==> src/rtl/tx_pkg.sv <==
// Shared transmitter definitions: coding-rate codes, encoder generator defaults
// and the convolutional encoder FSM state encoding.
package tx_pkg;

  typedef enum logic [1:0] {
    RATE_1_2 = 2'b00,
    RATE_2_3 = 2'b01,
    RATE_3_4 = 2'b10
  } rate_t;

  typedef enum logic [1:0] {
    ST_IDLE  = 2'b00,
    ST_RUN   = 2'b01,
    ST_DRAIN = 2'b10
  } enc_state_t;

  localparam logic [6:0] G0_DEFAULT = 7'o133;
  localparam logic [6:0] G1_DEFAULT = 7'o171;

  // The reserved code 2'b11 falls back to rate 1/2.
  function automatic rate_t decode_rate(input logic [1:0] code);
    case (code)
      2'b01:   decode_rate = RATE_2_3;
      2'b10:   decode_rate = RATE_3_4;
      default: decode_rate = RATE_1_2;
    endcase
  endfunction

  function automatic logic [1:0] last_phase(input rate_t r);
    case (r)
      RATE_2_3: last_phase = 2'd1;
      RATE_3_4: last_phase = 2'd2;
      default:  last_phase = 2'd0;
    endcase
  endfunction

endpackage

==> src/rtl/conv_shift_reg.sv <==
// Constraint-length-7 shift register producing the two mother-code bits
// for the bit currently being accepted.
module conv_shift_reg
  import tx_pkg::*;
#(
  parameter logic [6:0] G0 = G0_DEFAULT,
  parameter logic [6:0] G1 = G1_DEFAULT
) (
  input  logic Clock,
  input  logic Reset,
  input  logic clear,
  input  logic enable,
  input  logic din,
  output logic coded_a,
  output logic coded_b
);

  logic [5:0] s;
  logic [6:0] window;

  // Generator MSB is delay 0, so the window runs from the new bit down to s[5].
  assign window  = {din, s[0], s[1], s[2], s[3], s[4], s[5]};
  assign coded_a = ^(window & G0);
  assign coded_b = ^(window & G1);

  always_ff @(posedge Clock) begin
    if (!Reset) begin
      s <= '0;
    end else if (clear) begin
      s <= '0;
    end else if (enable) begin
      s <= {s[4:0], din};
    end
  end

endmodule

==> src/rtl/conv_encoder.sv <==
// Rate-1/2 K=7 convolutional encoder with 802.11a puncturing to 2/3 and 3/4,
// ready/valid on both sides with a two-bit output holding buffer.
//
// state    | meaning
// ST_IDLE  | no frame active, input blocked
// ST_RUN   | accepting input bits and emitting coded bits
// ST_DRAIN | last input taken, emptying the output buffer
module conv_encoder
  import tx_pkg::*;
#(
  parameter logic [6:0] G0 = G0_DEFAULT,
  parameter logic [6:0] G1 = G1_DEFAULT
) (
  input  logic       Clock,
  input  logic       Reset,
  input  logic       Start,
  input  logic [1:0] Rate,
  input  logic       In_Data,
  input  logic       In_Valid,
  input  logic       In_Last,
  output logic       In_Ready,
  output logic       Out_Data,
  output logic       Out_Valid,
  input  logic       Out_Ready,
  output logic       Done
);

  enc_state_t state;
  rate_t      rate_q;
  logic [1:0] phase;
  logic [1:0] obuf;
  logic [1:0] count;
  logic       done_q;

  logic       accept;
  logic       xfer;
  logic       coded_a;
  logic       coded_b;
  logic [1:0] q_bits;
  logic [1:0] q_cnt;

  conv_shift_reg #(
    .G0(G0),
    .G1(G1)
  ) u_shift_reg (
    .Clock  (Clock),
    .Reset  (Reset),
    .clear  (Start),
    .enable (accept),
    .din    (In_Data),
    .coded_a(coded_a),
    .coded_b(coded_b)
  );

  assign Out_Valid = (count != 2'd0);
  assign Out_Data  = obuf[0];
  assign Done      = done_q;
  assign In_Ready  = (state == ST_RUN) && !Start &&
                     ((count == 2'd0) || ((count == 2'd1) && Out_Ready));
  assign accept    = In_Valid && In_Ready;
  assign xfer      = Out_Valid && Out_Ready;

  // Puncturing: which coded bits survive for the current phase, head in bit 0.
  always_comb begin
    q_bits = {coded_b, coded_a};
    q_cnt  = 2'd2;
    case (rate_q)
      RATE_2_3: if (phase == 2'd1) q_cnt = 2'd1;
      RATE_3_4: begin
        if (phase == 2'd1) begin
          q_cnt = 2'd1;
        end else if (phase == 2'd2) begin
          q_bits = {1'b0, coded_b};
          q_cnt  = 2'd1;
        end
      end
      default: ;
    endcase
  end

  always_ff @(posedge Clock) begin
    if (!Reset) begin
      state  <= ST_IDLE;
      rate_q <= RATE_1_2;
      phase  <= 2'd0;
      obuf   <= 2'b00;
      count  <= 2'd0;
      done_q <= 1'b0;
    end else if (Start) begin
      state  <= ST_RUN;
      rate_q <= decode_rate(Rate);
      phase  <= 2'd0;
      obuf   <= 2'b00;
      count  <= 2'd0;
      done_q <= 1'b0;
    end else begin
      done_q <= 1'b0;
      if (accept) begin
        // In_Ready guarantees the buffer is empty after this cycle's transfer.
        obuf  <= q_bits;
        count <= q_cnt;
        phase <= (phase == last_phase(rate_q)) ? 2'd0 : phase + 2'd1;
        if (In_Last) state <= ST_DRAIN;
      end else if (xfer) begin
        obuf  <= {1'b0, obuf[1]};
        count <= count - 2'd1;
        if (state == ST_DRAIN && count == 2'd1) begin
          state  <= ST_IDLE;
          done_q <= 1'b1;
        end
      end
    end
  end

endmodule
==> config.mk <==
export PLATFORM = sky130hd
export DESIGN_NAME = conv_encoder
export DESIGN_NICKNAME = d
export VERILOG_FILES = /design/src/rtl/tx_pkg.sv /design/src/rtl/conv_shift_reg.sv /design/src/rtl/conv_encoder.sv
export SDC_FILE = /design/constraint.sdc
export NUM_CORES = 1
export LEC_CHECK = 0
export BUFFER_PORTS_ARGS = -buffer_cell sky130_fd_sc_hd__buf_2
export CORE_MARGIN = 1
export CORE_UTILIZATION = 55
export CTS_CLUSTER_DIAMETER = 150
export DETAILED_ROUTE_END_ITERATION = 8
export GPL_TIMING_DRIVEN = 0
export HOLD_SLACK_MARGIN = 0.1
export PLACE_DENSITY_LB_ADDON = 0.3
export SYNTH_ARGS = -nofsm -noshare
export SYNTH_HDL_FRONTEND = slang
export SYNTH_SLANG_ARGS = --single-unit
==> constraint.sdc <==
create_clock -name Clock -period 1.9 [get_ports Clock]
set_input_delay 0.285 -clock Clock [delete_from_list [all_inputs] [get_ports Clock]]
set_output_delay 0.285 -clock Clock [all_outputs]
set_load 0.01 [all_outputs]
### Word level (Yosys, flattened, before mapping)

Index checks and enable logic that the tools add are counted.

| operators by class | value |
|---|---|
| reductions and logical operators | 20 |
| add/subtract/negate cells | 2 |
| mux-type cells | 23 |
| eq/ne operators | 12 |
| bitwise logic cells | 2 |

Operator list:

| cell | count |
|---|---|
| $mux W2 | 18 |
| $reduce_xor A7 Y1 | 2 |
| $pmux W2 S2 | 3 |
| $eq A2 B1 Y1 const B | 5 |
| $eq A2 B2 Y1 const B | 4 |
| $logic_and A1 B1 Y1 | 6 |
| $reduce_and A3 Y1 | 2 |
| $reduce_bool A2 Y1 | 3 |
| $reduce_bool A3 Y1 | 2 |
| $reduce_or A4 Y1 | 1 |
| $ne A3 B3 Y1 const B | 1 |
| $add A2 B1 Y2 const B | 1 |
| $eq A2 B2 Y1 | 1 |
| $logic_not A2 Y1 | 1 |
| $mux W1 | 2 |
| $ne A2 B2 Y1 const B | 1 |
| $not A1 Y1 | 2 |
| $reduce_or A2 Y1 | 1 |
| $sub A2 B1 Y2 const B | 1 |
| $logic_not A1 Y1 | 1 |
| $logic_or A1 B1 Y1 | 1 |

| storage, ports and cells | value |
|---|---|
| input port bits | 9 |
| bits in registers | 17 |
| output and inout port bits | 4 |
| logic and storage cells | 67 |

### Depth between registers and ports, before layout

Gate-level depths: netlist of the first run.

| logic depth | value |
|---|---|
| depth after elaboration | 10 |
| mapped depth | 7 |
| gate-level depth less buffers | 6 |

### Modules after synthesis

Synthesis of the first run repeated with hierarchy kept, for this count alone.

| second synthesis, totals | value |
|---|---|
| cell total of the unflattened synthesis | 102 |
| area total of the unflattened synthesis | 960.9 um^2 |

Modules (own cells, without submodules):

| module | cells each | seq. area each (um^2) | area an instance (um^2) | instances |
|---|---|---|---|---|
| conv_encoder | 78 | 220.2 | 674.4 | 1 |
| conv_shift_reg | 24 | 120.1 | 286.5 | 1 |

### Worst setup path after synthesis of the first run

OpenSTA, ideal clock, no wires.

| timing path | value |
|---|---|
| path kind | reg-to-reg |
| from | register count[0] |
| to | register u_shift_reg.s[0] |
| arrival time | 1530 ps |
| setup time | 128 ps |
| path buffers | 1 |
| required time | 1772 ps |
| clock period less this slack | 1657 ps |
| slack | 243 ps |
| cell stages (with the launch flop) | 8 |
| cells stage by stage | dfxtp_1 -> inv_1 -> ha_1 -> a21oi_1 -> nor4_4 -> buf_6 -> mux2i_1 -> nor2_1 |

| between the ends | value |
|---|---|
| cells in the longest elaborated chain, start to end | 5 |
| elaborated cells on any way between the ends | 6 |
| classes of those cells | eq/ne: 1; reduce/logical: 5 |

Ends and longest elaborated chain:

| element | line | RTL |
|---|---|---|
| start, declared | conv_encoder.sv:32 | `logic [1:0] count;` |
| start signal, assigned | conv_encoder.sv:101 | `count <= q_cnt;` |
| start signal, assigned | conv_encoder.sv:106 | `count <= count - 2'd1;` |
| $eq A2 B1 Y1 | conv_encoder.sv:59 | `((count == 2'd0) \|\| ((count == 2'd1) && Out_Ready));` |
| $logic_and A1 B1 Y1 | conv_encoder.sv:59 |  |
| $logic_or A1 B1 Y1 * | conv_encoder.sv:59 |  |
| $logic_and A1 B1 Y1 * | conv_encoder.sv:58 | `assign In_Ready = (state == ST_RUN) && !Start &&` |
| $logic_and A1 B1 Y1 * | conv_encoder.sv:60 | `assign accept = In_Valid && In_Ready;` |
| end signal, assigned | conv_shift_reg.sv:32 | `s <= {s[4:0], din};` |
| end, declared | conv_shift_reg.sv:18 | `logic [5:0] s;` |

Every way passes the cells marked *; elsewhere a longest branch is shown, timed or not.
A chain may end at the register's enable or synchronous reset.

### Worst setup path in the final report of the first run

| timing path | value |
|---|---|
| from | register count[0] |
| to | output port In_Ready |

| between the ends | value |
|---|---|
| cells in the longest elaborated chain, start to end | 4 |
| elaborated cells on any way between the ends | 5 |
| classes of those cells | eq/ne: 1; reduce/logical: 4 |

Ends and longest elaborated chain:

| element | line | RTL |
|---|---|---|
| $eq A2 B1 Y1 | conv_encoder.sv:59 |  |
| $logic_and A1 B1 Y1 | conv_encoder.sv:59 |  |
| $logic_or A1 B1 Y1 * | conv_encoder.sv:59 |  |
| $logic_and A1 B1 Y1 * | conv_encoder.sv:58 |  |
| end, declared | conv_encoder.sv:21 | `output logic In_Ready,` |

Marks and branches as above.

==> metrics.yaml, run 1 <==
outcome: "finished with violations"
violations: "design-rule violations"
p_int_mw: 0.483
ys_types: 30
drt_first_iter_violations: 10
dp.cells: 131
netlist_area_um2: 953
combPwrFrac_pct: 13.0
clkTransAtPathRegs_ps: 100
dr.pass1.iters: 7
num_rows: 14
grt_overflow: 0
critPathKind: "flop to primary output"
avgSynthCellArea_um2: 9.17
ys_ff_latch: 17
drive_gt1_share_pct: 20.5
clockBufferDepth: 2
hp-class: "primary input to flop"
clkPwrFrac_pct: 30.3
track_usage_pct: 21.2
antenna_left: 0
synth_async_sr_flop_share_pct: 0
fillers: 130
h-tree-depth: 1
yosys_most_used_dff: "dfxtp_1"
yosysWarnings: 0
hold_start: "Reset"
die_area_um2: 1900
cts_buffers: 3
stdcell_count: 138
dr_total_vias: 742
worst_pin_slew_ps: 464
grt_pass1_vias: 703
finalWorstPathRequiredPeriod_ps: 1730
core-area_um2: 1560
multiInputGateArea_um2: 559
p_sw_mw: 0.161
viasPerCell: 5.38
gp_congestion: 0.722
startpoint_type: "flop"
vdd_drop_max_mv: 0.497
r2r_slack_ps: 190
syn_inst: 104
arrival_ps: 1440
postCtsHoldBufs: 0
wl_um: 1740
timing.rr.start: "count[0]"
worst_slack_ps: 172
cp-end-kind: "primary output"
sw_frac_of_total_pct: 25.0
ys_seq_area_share_pct: 35.7
synth_edf_count: 0
power.density_nw_per_um2: 593
fin_crit_sh_pct: 90.9
top_level_ports: 13
fin_worst_skew_ps: 1.29
max_slew_margin_pct: 69.1
dp_hpwl_um: 1240
p_leak_nw: 0.447
grt_max_degree: 11
critPathMaxFanout: 3
hold_violations: 0
grt_antenna_before_repair: 0
start_util_pct: 61.2
hold-worst-slack_ps: 248
startpoint: "count[0]"
fmax_mhz: 579
synth_nets: 120
clock_latency_ps: 290
drc: 2
die_width_um: 43.6
diodes: 0
grt_pass1_wl_um: 2930
nets: 139
wl_per_cell_um: 12.6
place_ws_ps: 35.6
syn_to_final_growth_pct: 14.0
slew_viol_final: 0
cts.sinks: 17
cp_data_required_time_ps: 1620
total_power_mw: 0.645
power_frac_seq_pct: 56.8
die_y_um: 43.6
maxCapViolations: 0
setup_tns_ps: 0
port_buffers: 11
setup-violations-final: 0
grt_setup_unrepaired: "no"
regArea_um2: 340
cts-root-buf: "clkbuf_4"
cts_tree: "built"
-- registers in the layout, summed over array words and instances (netlist names) --
name           flops
Done               1
state              2
rate_q             2
u_shift_reg.s      6
obuf               2
phase              2
count              2
-- Yosys cell counts, types with 2 or more instances --
cell type | instances | area share (%)
nand2b_1 | 2 | 1.3
and2_1 | 3 | 2.0
nor2_1 | 10 | 3.9
o21ai_0 | 5 | 2.6
xnor2_1 | 6 | 5.5
nand3_1 | 2 | 1.0
ha_1 | 7 | 9.2
clkbuf_1 | 2 | 0.79
nand2_1 | 7 | 2.8
xor2_1 | 2 | 1.8
inv_1 | 9 | 3.5
dfxtp_1 | 17 | 36
nand3b_1 | 3 | 2.4
mux2i_1 | 8 | 8.4
a21oi_1 | 5 | 2.6
buf_6 | 2 | 2.4
-- kinds of logic after synthesis --
group | count (synthesis) | synth area share (%)
AO/OA/AOI/OAI | 19 | 13.4
XOR/XNOR | 8 | 7.35
adder cells (fa/ha/maj) | 7 | 9.19
buffers and inverters | 13 | 6.69
flip-flops | 17 | 35.7
multiplexers | 9 | 9.58
AND/OR/NAND/NOR | 31 | 18.1
-- power by group through the flow --
stage / Clock, mW / Combinational (mW) / Sequential [mW]
after CTS: 0.202 / 0.0776 / 0.366
after detailed placement: 0 / 0.0766 / 0.374
after floorplan: 0 / 0.0553 / 0.373
after global placement: 0 / 0.0746 / 0.374
after global routing: 0.220 / 0.0924 / 0.367
final: 0.195 / 0.0835 / 0.366
-- per-stage QoR --
stage / cell area [µm²] / utilization (%)
finish: 1090 / 69.7
global route: 1090 / 69.7
CTS: 1050 / 67.7
detailed placement: 1030 / 66.0
global placement: 1030 / 66.0
floorplan: 953 / -
-- worst paths after layout --
check / to / cells after the start
setup / recovery: In_Ready / 5
hold / removal: state[0] / 2
setup reg to reg: obuf[0] / 7
hold reg to reg: obuf[1] / 2
-- worst max-delay path: stages, from the launching register on --
cell,delay (ps)
dfxtp_1,330
inv_1,90
ha_1,210
a21oi_2,80
nor4b_2,260
buf_2,180
-- layer usage --
metal	GRT usage [%]	vias up	routed length, µm
met5	0	-	0
met4	9.38	0	18
met3	6.25	2	67
met2	34.9	15	875
met1	25.5	339	775
li1	-	386	-
-- placed cells by master (no fill, tap or decap), drive strengths merged --
master  count
o22ai       2
xnor2       6
nand3b      3
a211o       1
nand3       2
o31a        1
mux2        1
nand2       7
and2b       1
xor2        2
o21a        1
nor2       10
buf        16
and2        3
o21ai       5
nand2b      2
inv         9
nor2b       1
a32oi       1
mux2i       8
a211oi      1
a21oi       5
dfxtp      17
o211a       1
nor4        1
clkbuf      6
a22oi       1
nor4b       1
ha          7
-- repair_timing --
item,4_1_cts,5_1_grt
endpoints found under the setup margin,0,6
gates resized for setup,0,2
setup buffers,0,3
-- cell type report --
| class | count | area share, % |
|---|---|---|
| Inverter | 9 | 3.11 |
| Tap cell | 16 | 1.84 |
| Timing Repair Buffer | 14 | 7.13 |
| Multi-Input combinational cell | 74 | 51.4 |
| Clock buffer | 4 | 2.42 |
| Sequential cell | 17 | 31.3 |
| Buffer | 4 | 2.76 |
Power figures use the tool's default switching activity.
==> inputs of run 2 (changes only) <==
--- a/config.mk
+++ b/config.mk
@@ -6,8 +6,10 @@
 export NUM_CORES = 1
 export LEC_CHECK = 0
 export BUFFER_PORTS_ARGS = -buffer_cell sky130_fd_sc_hd__buf_2
+export CELL_PAD_IN_SITES_DETAIL_PLACEMENT = 2
+export CELL_PAD_IN_SITES_GLOBAL_PLACEMENT = 2
 export CORE_MARGIN = 1
-export CORE_UTILIZATION = 55
+export CORE_UTILIZATION = 34
 export CTS_CLUSTER_DIAMETER = 150
 export DETAILED_ROUTE_END_ITERATION = 8
 export GPL_TIMING_DRIVEN = 0
==> run 2 against run 1 <==
  * The run now ends clean
  * Clock-buffer cell count is 1 lower
  * Combinational power is 3.6% higher
  * Sequential power hardly changed
  * Die area is 59% higher
  * Routed wire length is 27% higher
  * Final cell count is 9.4% higher
  * Critical path type unchanged
==> metrics.yaml, run 2 (synthesis results as in run 1) <==
diodes: 0
grt_pass1_vias: 789
startpoint: "count[0]"
clock_latency_ps: 300
wl_um: 2210
grt_overflow: 0
critPathMaxFanout: 3
cts.sinks: 17
die_area_um2: 3020
timing.rr.start: "count[0]"
outcome: "complete, no violations"
finalWorstPathRequiredPeriod_ps: 1760
die_y_um: 55.0
fin_worst_skew_ps: 9.77
syn_to_final_growth_pct: 16.5
setup_tns_ps: 0
grt_antenna_before_repair: 0
maxCapViolations: 0
fin_crit_sh_pct: 92.8
clockBufferDepth: 2
wl_per_cell_um: 14.6
rr_worst_depth: 7
arrival_ps: 1480
total_power_mw: 0.655
mostFrequentLayoutCell: "dfxtp_1"
core-area_um2: 2570
vdd_drop_max_mv: 0.396
num_rows: 18
setup-violations-final: 0
h-tree-depth: 1
grt_setup_unrepaired: "no"
gp_congestion: 0.752
cts-root-buf: "clkbuf_4"
start_util_pct: 37.1
largest_reg_flops: 6
worst_slack_ps: 138
grt_pass1_wl_um: 3450
drive_gt1_share_pct: 20.7
r2r_slack_ps: 180
drc: 0
drt_first_iter_violations: 4
power.density_nw_per_um2: 590
postCtsHoldBufs: 0
max_stage_delay_ps: 330
dr.pass1.iters: 2
place_ws_ps: -68.6
cts_tree: "built"
antenna_left: 0
startpoint_type: "flop"
critPathKind: "flop to primary output"
cp_slowest_cell: "dfxtp_1"
hp-class: "primary input to flop"
grt_max_degree: 11
regMostFlops: "u_shift_reg.s"
top_level_ports: 13
cts_buffers: 3
port_buffers: 11
path_cells: "inv_1 > ha_1 > a21oi_2 > nor4b_2 > buf_2"
clkTransAtPathRegs_ps: 110
worst_pin_slew_ps: 471
slew_viol_final: 0
final_cell_mix: "dfxtp_1 (17), buf_2 (11), nor2_1 (10), inv_1 (9), mux2i_1 (8)"
cp-end-kind: "primary output"
nets: 138
fin_util_pct: 43.3
dr_total_vias: 777
max_slew_margin_pct: 68.6
r2r_end: "obuf[0]"
cp_data_required_time_ps: 1620
hold-worst-slack_ps: 248
cp-endpoint: "In_Ready"
viasPerCell: 5.15
dp_hpwl_um: 1640
p_leak_nw: 0.448
hold_violations: 0
fmax_mhz: 567
track_usage_pct: 16.8
die_width_um: 55.0
[run 2: critical path: cells and delay by family (launching register included)]
kind | cells | cell delay (ps)
and+or+nand+nor | 1 | 270
DFF | 1 | 330
buffers and inverters | 2 | 280
adders and majority gates | 1 | 210
AOI/OAI and AO/OA | 1 | 80
[run 2: cell type report]
cell class	instances	area (µm²)
Inverter	9	33.8
Multi-Input combinational cell	74	559
Timing Repair Buffer	13	82.6
Fill cell	302	1460
Tap cell	30	37.5
Buffer	4	30.0
Sequential cell	17	340
Clock buffer	3	22.5
Clock inverter	1	5.00
[run 2: repair_timing]
item / in CTS / in global routing
buffers inserted: 2 / 0
gates resized for setup: 2 / 0
endpoints found under the setup margin: 7 / 0
[run 2: how the worst min path moves through the flow]
stage	depth (start not counted)	endpoint	startpoint	slack (ps)
3_3_place_gp	2	u_shift_reg.s[4]	u_shift_reg.s[3]	480
3_5_place_dp	2	u_shift_reg.s[3]	u_shift_reg.s[3]	490
2_1_floorplan	1	state[0]	Reset	400
5_1_grt	2	state[0]	Start	240
4_1_cts	3	u_shift_reg.s[0]	In_Data	230
6_report	3	u_shift_reg.s[0]	In_Data	250
[run 2: where the power goes]
part	internal (mW)	switching, mW	total, mW
clock	0.0785	0.124	0.203
sequential	0.362	0.00442	0.366
combinational	0.0407	0.0458	0.0865
[run 2: stage by stage]
stage               area (µm²)  cells
floorplan                  953    104
global placement          1050    145
detailed placement        1050    145
CTS                       1110    151
global route              1110    151
finish                    1110    151
[run 2: layer usage]
metal  track usage [%]  routed length, µm  vias up
li1                  -                  -      383
met3              2.46                 63        4
met5                 0                  0        -
met1              19.1                962      379
met4              8.75                 24        0
met2              29.9               1160       11
==> inputs of run 3 (changes only) <==
--- a/config.mk
+++ b/config.mk
@@ -9,12 +9,14 @@
 export CELL_PAD_IN_SITES_DETAIL_PLACEMENT = 2
 export CELL_PAD_IN_SITES_GLOBAL_PLACEMENT = 2
 export CORE_MARGIN = 1
-export CORE_UTILIZATION = 34
+export CORE_UTILIZATION = 36
+export CTS_BUF_LIST = sky130_fd_sc_hd__clkbuf_8
 export CTS_CLUSTER_DIAMETER = 150
 export DETAILED_ROUTE_END_ITERATION = 8
 export GPL_TIMING_DRIVEN = 0
 export HOLD_SLACK_MARGIN = 0.1
 export PLACE_DENSITY_LB_ADDON = 0.3
+export REMOVE_ABC_BUFFERS = 1
 export SYNTH_ARGS = -nofsm -noshare
 export SYNTH_HDL_FRONTEND = slang
 export SYNTH_SLANG_ARGS = --single-unit
==> run 3 against run 2 <==
  * Setup slack gained 2.8 ps
  * Largest power group unchanged
  * Critical path type unchanged
  * Non-clock buffer count decreased by 3
  * Global-route usage increased by 1.9 points
  * First-iteration DRC count is 25% lower
  * Clock-buffer cell count unchanged
  * Highest routed layer unchanged
==> metrics.yaml, run 3 (synthesis results as in run 1) <==
outcome: "complete, no violations"
die_y_um: 53.5
hp-class: "primary input to flop"
nets: 135
grt_pass1_vias: 821
fillers: 279
fin_util_pct: 44.3
p_leak_nw: 0.445
finalWorstPathRequiredPeriod_ps: 1760
viasPerCell: 5.20
critPathKind: "flop to primary output"
cts_buffers: 3
worst_slack_ps: 141
core-area_um2: 2500
stdcell_count: 148
gp_congestion: 0.751
hold_violations: 0
vdd_drop_max_mv: 0.356
drive_gt1_share_pct: 21.2
drc: 0
port_buffers: 12
fin_crit_sh_pct: 92.6
dr_total_vias: 769
cp_data_required_time_ps: 1620
grt_antenna_before_repair: 0
drt_first_iter_violations: 3
critPathMaxFanout: 3
final_cell_mix: "dfxtp_1 (17), buf_2 (12), nor2_1 (10), inv_1 (9), mux2i_1 (8)"
start_util_pct: 38.1
total_power_mw: 0.728
regMostFlops: "u_shift_reg.s"
h-tree-depth: 1
slew_viol_final: 0
design_area_um2: 1110
power.density_nw_per_um2: 657
die_area_um2: 2860
cts-root-buf: "clkbuf_8"
maxCapViolations: 0
grt_max_degree: 16
num_rows: 18
placed_area_um2: 1020
dr.pass1.iters: 2
setup-violations-final: 0
fin_worst_skew_ps: 1.72
die_width_um: 53.5
clkTransAtPathRegs_ps: 70
startpoint_type: "flop"
worst_pin_slew_ps: 421
grt_overflow: 0
place_ws_ps: -282
syn_to_final_growth_pct: 16.1
wl_um: 2340
clockBufferDepth: 2
largest_reg_flops: 6
cts_tree: "built"
grt_setup_unrepaired: "no"
arrival_ps: 1470
wl_per_cell_um: 15.8
track_usage_pct: 18.7
cts.sinks: 17
dp.cells: 142
max_slew_margin_pct: 71.9
antenna_left: 0
fmax_mhz: 568
dp_hpwl_um: 1810
postCtsHoldBufs: 0
top_level_ports: 13
cp-end-kind: "primary output"
mostFrequentLayoutCell: "dfxtp_1"
clock_latency_ps: 250
grt_pass1_wl_um: 3700
diodes: 0
## run 3: cell count changes in the layout (fill, tap and decap cells not counted)
cell	previous run	this run
clkbuf_8	0	3
nor2b_1	1	0
clkbuf_1	2	0
buf_2	11	12
buf_6	2	0
clkbuf_4	3	0
nor2b_2	0	1
## run 3: timing repair
item	CTS	global route
endpoints found under the hold margin	0	0
pin swaps	1	0
setup endpoints to repair	12	3
resized for setup	0	3
setup buffers	2	0
## run 3: layout make-up
class	instances	area [µm²]	area share, %
multi-input combinational	74	562	50.7
sequential	17	340	30.7
timing repair buffer	14	87.6	7.91
clock buffer	3	41.3	3.73
tap	30	37.5	3.39
inverter	9	33.8	3.05
clock inverter	1	5.00	0.452
## run 3: through the flow
step,TNS [ps],hold WS (ps)
CTS,0,298
floorplan,0,402
global placement,-2140,481
global route,0,305
detailed placement,-2770,490
finish,0,293
## run 3: layer usage
| layer | global-route usage, % | up-vias | part of all wire (%) |
|---|---|---|---|
| li1 | - | 379 | - |
| met1 | 20.9 | 377 | 41 |
| met2 | 34.4 | 9 | 56 |
| met3 | 3.45 | 4 | 2.2 |
| met4 | 6.58 | 0 | 0.68 |
| met5 | 0 | - | 0 |
## run 3: final timing paths
path / start / endpoint / slack [ps] / depth (start not counted)
worst max-delay path: count[0] / In_Ready / 140 / 5
worst min-delay path: Reset / state[0] / 290 / 2
worst max register to register: count[0] / count[1] / 200 / 8
worst min register to register: obuf[1] / obuf[1] / 510 / 2
## run 3: power breakdown
group	switching, mW	internal [mW]
Clock	0.132	0.146
Combinational	0.0465	0.0380
Sequential	0.00440	0.362
Total	0.183	0.545
## run 3: worst max-delay path, cell delays in order (launching register included)
cell	delay, ps
dfxtp_1	320
inv_1	90
ha_1	230
a21oi_2	90
nor4b_2	300
buf_2	190
